`src/rtl/id_ex_stage.sv`:
```
// ID/EX pipeline stage: decodes IF/ID into ALU control, registers operands and control
// into EX, forwards EX/MEM and MEM/WB results onto the ALU inputs, and detects load-use hazards.
module id_ex_stage #(
    parameter int WIDTH = 32,
    parameter int RW    = 5
) (
    input  logic             clk,
    input  logic             rst_n,
    input  logic             id_valid,
    input  logic [5:0]       id_opcode,
    input  logic [5:0]       id_funct,
    input  logic [RW-1:0]    id_rs,
    input  logic [RW-1:0]    id_rt,
    input  logic [RW-1:0]    id_rd,
    input  logic [WIDTH-1:0] id_rs_data,
    input  logic [WIDTH-1:0] id_rt_data,
    input  logic [15:0]      id_imm,
    input  logic             flush,
    input  logic             exmem_regwrite,
    input  logic             memwb_regwrite,
    input  logic [RW-1:0]    exmem_rd,
    input  logic [RW-1:0]    memwb_rd,
    input  logic [WIDTH-1:0] exmem_result,
    input  logic [WIDTH-1:0] memwb_result,
    output logic             stall,
    output logic             ex_valid,
    output logic [3:0]       alu_ctrl,
    output logic [WIDTH-1:0] entr1,
    output logic [WIDTH-1:0] entr2,
    output logic [WIDTH-1:0] ex_store_data,
    output logic [WIDTH-1:0] ex_imm,
    output logic [RW-1:0]    ex_wreg,
    output logic             ex_regwrite,
    output logic             ex_memread,
    output logic             ex_memwrite,
    output logic             ex_memtoreg,
    output logic             ex_branch
);

    typedef enum logic [1:0] {SRC_RT = 2'd0, SRC_IMM = 2'd1, SRC_ZERO = 2'd2} src2_e;

    typedef struct packed {
        logic             valid;
        logic [3:0]       alu;
        logic [RW-1:0]    rs;
        logic [RW-1:0]    rt;
        logic [WIDTH-1:0] rs_data;
        logic [WIDTH-1:0] rt_data;
        logic [WIDTH-1:0] imm_sext;
        logic [WIDTH-1:0] imm_op;
        src2_e            src2;
        logic [RW-1:0]    wreg;
        logic             regwrite;
        logic             memread;
        logic             memwrite;
        logic             memtoreg;
        logic             branch;
    } ex_reg_t;

    ex_reg_t ex_q, ex_d, dec;
    logic    dec_ok, dec_rt_src, dec_zext;

    always_comb begin
        dec        = '0;
        dec_ok     = 1'b0;
        dec_rt_src = 1'b0;
        dec_zext   = 1'b0;
        dec.src2   = SRC_IMM;
        case (id_opcode)
            6'b000000: begin
                dec_ok = 1'b1; dec_rt_src = 1'b1;
                dec.src2 = SRC_RT; dec.wreg = id_rd; dec.regwrite = 1'b1;
                case (id_funct)
                    6'b100000: dec.alu = 4'b0000;
                    6'b100010: dec.alu = 4'b0001;
                    6'b100100: dec.alu = 4'b0010;
                    6'b100111: dec.alu = 4'b0011;
                    6'b100101: dec.alu = 4'b0100;
                    6'b101010: dec.alu = 4'b0101;
                    default:   dec_ok  = 1'b0;
                endcase
            end
            6'b001000: begin dec_ok = 1'b1; dec.alu = 4'b0000; dec.wreg = id_rt; dec.regwrite = 1'b1; end
            6'b001100: begin dec_ok = 1'b1; dec.alu = 4'b0010; dec.wreg = id_rt; dec.regwrite = 1'b1; dec_zext = 1'b1; end
            6'b001101: begin dec_ok = 1'b1; dec.alu = 4'b0100; dec.wreg = id_rt; dec.regwrite = 1'b1; dec_zext = 1'b1; end
            6'b001010: begin dec_ok = 1'b1; dec.alu = 4'b0101; dec.wreg = id_rt; dec.regwrite = 1'b1; end
            6'b100011: begin
                dec_ok = 1'b1; dec.wreg = id_rt; dec.regwrite = 1'b1;
                dec.memread = 1'b1; dec.memtoreg = 1'b1;
            end
            6'b101011: begin dec_ok = 1'b1; dec_rt_src = 1'b1; dec.memwrite = 1'b1; end
            6'b000100: begin dec_ok = 1'b1; dec_rt_src = 1'b1; dec.alu = 4'b0110; dec.branch = 1'b1; dec.src2 = SRC_RT; end
            6'b000101: begin dec_ok = 1'b1; dec_rt_src = 1'b1; dec.alu = 4'b0111; dec.branch = 1'b1; dec.src2 = SRC_RT; end
            6'b000001: begin
                dec_ok = (id_rt == RW'(1));
                dec.alu = 4'b1111; dec.branch = 1'b1; dec.src2 = SRC_ZERO;
            end
            default: dec_ok = 1'b0;
        endcase
        // Register 0 is hardwired, so a write to it is no write at all.
        if (dec.wreg == '0)
            dec.regwrite = 1'b0;
        dec.valid    = 1'b1;
        dec.rs       = id_rs;
        dec.rt       = id_rt;
        dec.rs_data  = id_rs_data;
        dec.rt_data  = id_rt_data;
        dec.imm_sext = {{(WIDTH-16){id_imm[15]}}, id_imm};
        dec.imm_op   = dec_zext ? {{(WIDTH-16){1'b0}}, id_imm} : dec.imm_sext;
    end

    always_comb begin
        stall = 1'b0;
        if (ex_q.valid && ex_q.memread && ex_q.wreg != '0 && id_valid && !flush)
            stall = (ex_q.wreg == id_rs) || (dec_rt_src && ex_q.wreg == id_rt);
    end

    always_comb begin
        ex_d = '0;
        if (!flush && !stall && id_valid && dec_ok)
            ex_d = dec;
    end

    always_ff @(posedge clk) begin
        if (!rst_n)
            ex_q <= '0;
        else
            ex_q <= ex_d;
    end

    function automatic logic [WIDTH-1:0] fwd(
        input logic [RW-1:0]    r,
        input logic [WIDTH-1:0] v,
        input logic             em_we,
        input logic [RW-1:0]    em_rd,
        input logic [WIDTH-1:0] em_res,
        input logic             mw_we,
        input logic [RW-1:0]    mw_rd,
        input logic [WIDTH-1:0] mw_res
    );
        if (em_we && em_rd != '0 && em_rd == r)
            return em_res;
        else if (mw_we && mw_rd != '0 && mw_rd == r)
            return mw_res;
        else
            return v;
    endfunction

    logic [WIDTH-1:0] rs_fwd, rt_fwd;

    assign rs_fwd = fwd(ex_q.rs, ex_q.rs_data, exmem_regwrite, exmem_rd, exmem_result,
                        memwb_regwrite, memwb_rd, memwb_result);
    assign rt_fwd = fwd(ex_q.rt, ex_q.rt_data, exmem_regwrite, exmem_rd, exmem_result,
                        memwb_regwrite, memwb_rd, memwb_result);

    always_comb begin
        case (ex_q.src2)
            SRC_RT:  entr2 = rt_fwd;
            SRC_IMM: entr2 = ex_q.imm_op;
            default: entr2 = '0;
        endcase
    end

    assign entr1         = rs_fwd;
    assign ex_store_data = rt_fwd;
    assign ex_valid      = ex_q.valid;
    assign alu_ctrl      = ex_q.alu;
    assign ex_imm        = ex_q.imm_sext;
    assign ex_wreg       = ex_q.wreg;
    assign ex_regwrite   = ex_q.regwrite;
    assign ex_memread    = ex_q.memread;
    assign ex_memwrite   = ex_q.memwrite;
    assign ex_memtoreg   = ex_q.memtoreg;
    assign ex_branch     = ex_q.branch;

endmodule

```
`config.mk`:
```
export PLATFORM = sky130hd
export DESIGN_NAME = id_ex_stage
export DESIGN_NICKNAME = d
export VERILOG_FILES = /design/src/rtl/id_ex_stage.sv
export SDC_FILE = /design/constraint.sdc
export NUM_CORES = 1
export LEC_CHECK = 0
export CAP_MARGIN = 30
export CORE_ASPECT_RATIO = 0.6
export CORE_MARGIN = 4
export CORE_UTILIZATION = 30
export CTS_BUF_LIST = sky130_fd_sc_hd__clkbuf_2
export DETAILED_ROUTE_END_ITERATION = 8
export PLACE_DENSITY = 0.74
export SLEW_MARGIN = 20
export SYNTH_ARGS = -nofsm -noshare
export SYNTH_HDL_FRONTEND = slang
export SYNTH_SLANG_ARGS = --single-unit
export TNS_END_PERCENT = 10
```
`constraint.sdc`:
```
create_clock -name clk -period 2.8 [get_ports clk]
set_input_delay 0.28 -clock clk [delete_from_list [all_inputs] [get_ports clk]]
set_output_delay 0.28 -clock clk [all_outputs]
set_load 0.005 [all_outputs]
```
==> flow_summary.toml <==
[worst_setup_path]
critPathTopFamily = "simple AND/OR/NAND/NOR gates"
reg2reg_slack_ns = 0.51
critical_path_buf_inv_count = 3
reg2reg_to = "ex_q[105]"
slowest_delay_ns = 0.62
r2r_start = "ex_wreg[1]"
endpoint_kind = "output pin"
path_class = "register to output pin"
crit_slowest_cell = "or4_4"
crit_required_ns = 2.52
cp.arrival_ns = 2.68
critPathLaunchType = "register"
critPathMaxFanout = 12
reg2reg_depth = 6
path_cells = "xnor2_2 -> nand3_1 -> or4_4 -> buf_6 -> buf_16 -> nor2_2 -> a21oi_1 -> dlygate4sd2_1"

[routing]
wl_per_cell_um = 22.3
drc = 0
final_antenna_net_count = 0
drt-pass1-iter-count = 4
totalWireLength_um = 29400
vias = 6765
viasPerCell = 5.13
drtIter0Drc = 361

[die]
fp.dieW_um = 196
design.die.area_sq_um = 23800
die_h_um = 121
core_area_sq_um = 21000
initial_core_util_pct = 30.5
ios = 331
rows = 41

[synthesis]
synth_area_leaders = "dfxtp_1, nor3b_2, mux2i_1"
syn_inst = 701
synth_top_area_cell = "dfxtp_1"
synthTopCellsByCount = "dfxtp_1, nor2_1, nor3b_2"
synthXorXnorAreaFrac_pct = 4.25
ys_seq_area_share_pct = 33.5
synth-adder-area-share_pct = 0
synthArstFlopShare_pct = 0
synth_nets = 888
synth.area.mux_share_pct = 8.79
synth_compound_area_share_pct = 15.2
syn_area_sq_um = 6390
yosys_register_bits = 107
synthSimpleGateAreaFrac_pct = 28.1
synth_top_family_by_area = "simple AND/OR/NAND/NOR gates"
yosys_warnings = 0
synth.distinct_cells = 58
synthMostInstantiatedCell = "dfxtp_1"
synth_flop_cell = "dfxtp_1"
synth.avg_cell_area_sq_um = 9.12
synth_top_area_share_pct = 33.5
synth-edff-count = 0

[timing]
slew_viol_final = 0
worst_pin_slew_ns = 0.678
setup_ws_ns = -0.155
hold_ws_ns = 0.146
fin_crit_ns = 2.96
fmax_mhz = 338
fin_skew_ns = 0.0325
finalSetupViolations = 67
max-slew-margin-rel_pct = 54.2
rsz0062_at_grt = "true"
fin_crit_sh_pct = 106
finalHoldViolCount = 0
tns_ns = -5.09

[global_routing]
antenna_found_initial = 1
grt_pass1_vias = 6954
grt_start_max_net_pins = 55
grt-ovfl-total = 0
grt_pass1_wl_um = 42300
track_usage_pct = 23.6

[cts]
clockRootBuffer = "clkbuf_2"
cts_max_level = 3
clk_pin_slew_ns = 0.31
insertion_delay_ns = 0.65
clock_sinks = 107
cts_buffers = 9
cts_tree = "done"
clk_path_buf_depth = 2

[layout]
nNetsFinal = 1221
layout-drive-gt1-share_pct = 35.5
final_core_util_pct = 53.9
n_fill_cell = 1862
seqCellArea_sq_um = 2170
multi_input_area_sq_um = 4410
area_delta_synth_final_pct = 76.8
n_antenna_cell = 0

[power_and_ir_drop]
ir_drop_v = 0.000305
power_per_cell_area_nw_per_um2 = 295
p_leak_uw = 0.00431
total_power_uw = 3330

[min_path]
hold_depth = 2
hp-class = "primary input to register"
hp-start = "id_rt_data[10]"
min_to = "ex_q[86]"

[place]
dp_hpwl_um = 21900
port_buffers = 330
place.gp.congestion = 0.916

[flow_run]
drv_cap = 0

[status]
violations = "negative setup slack"
status = "finished, violations left"
## routing by layer
layer  vias up  wire (um)  track usage (%)
met5         -          7                0
met4         2        623             6.28
met3        37       2910             7.55
met2       331      14000             39.5
met1      3227      11800             29.4
li1       3168          -                -
## report_power, final
part | switching (uW) | total, uW | internal [uW]
combinational | 323 | 760 | 437
clock | 562 | 1030 | 470
sequential | 7.17 | 1540 | 1540
total | 892 | 3330 | 2440
## flip-flops by register name, summed over array words and instances, names as in the netlist
signal,cells
ex_q,77
ex_imm,16
ex_wreg,5
alu_ctrl,4
ex_branch,1
ex_memtoreg,1
ex_memwrite,1
ex_regwrite,1
ex_valid,1
## placed cells by master, fill, tap and decap left out, types with 6 or more instances in the layout
cell / instances
a32oi_1: 12
buf_6: 38
a31oi_4: 10
a211oi_2: 6
buf_12: 17
clkdlybuf4s50_1: 233
a31oi_2: 6
buf_2: 38
nor3b_1: 43
mux2_4: 8
buf_4: 44
clkbuf_2: 20
nor2_2: 15
a21o_1: 17
xor2_1: 8
nor3b_2: 48
nor2_1: 31
nor3_1: 16
mux2i_1: 38
xnor2_1: 15
clkdlybuf4s15_1: 6
dfxtp_2: 9
xnor2_2: 7
a21oi_2: 15
nor2_4: 13
mux2i_2: 6
nand2_1: 13
nand3_1: 16
o21ai_1: 13
a21oi_1: 31
dlygate4sd2_1: 33
dfxtp_1: 93
o21ai_4: 11
nor3_2: 9
## logic make-up after synthesis
family / after synthesis
flip-flops: 107
XOR/XNOR: 31
AO/OA/AOI/OAI: 147
AND/OR/NAND/NOR: 254
multiplexers: 55
buffers and inverters: 107
## worst max path at each step
stage	startpoint	endpoint	slack (ns)	cells past startpoint
3_5_place_dp	memwb_rd[3]	entr2[24]	-0.48	9
5_1_grt	ex_q[145]	entr1[14]	-0.33	9
3_3_place_gp	memwb_rd[3]	entr2[24]	-0.50	9
4_1_cts	ex_q[148]	entr1[27]	-0.21	8
6_report	ex_q[145]	entr1[23]	-0.16	8
2_1_floorplan	exmem_rd[1]	ex_store_data[10]	0.56	8
## cell type report
class	count	share of cell area (%)
multi-input combinational	487	39.0
inverter	2	0.0664
clock inverter	7	1.24
sequential	107	19.2
timing repair buffer	427	37.0
tap	279	3.09
clock buffer	9	0.399
## repair_timing
item	in CTS	in global routing
hold buffers	0	0
resized for setup	406	92
pin swaps	55	20
setup endpoints to repair	97	97
gates cloned	5	0
buffers inserted	21	6
## metrics by stage
stage                     area (sq um)  cells  worst slack, ns
after floorplan                   6390    701            0.556
after global placement           10100   1272           -0.495
after detailed placement         10100   1272           -0.477
after CTS                        11100   1313           -0.211
after global routing             11300   1318           -0.326
final                            11300   1318           -0.155
Power figures use the tool's default switching activity.
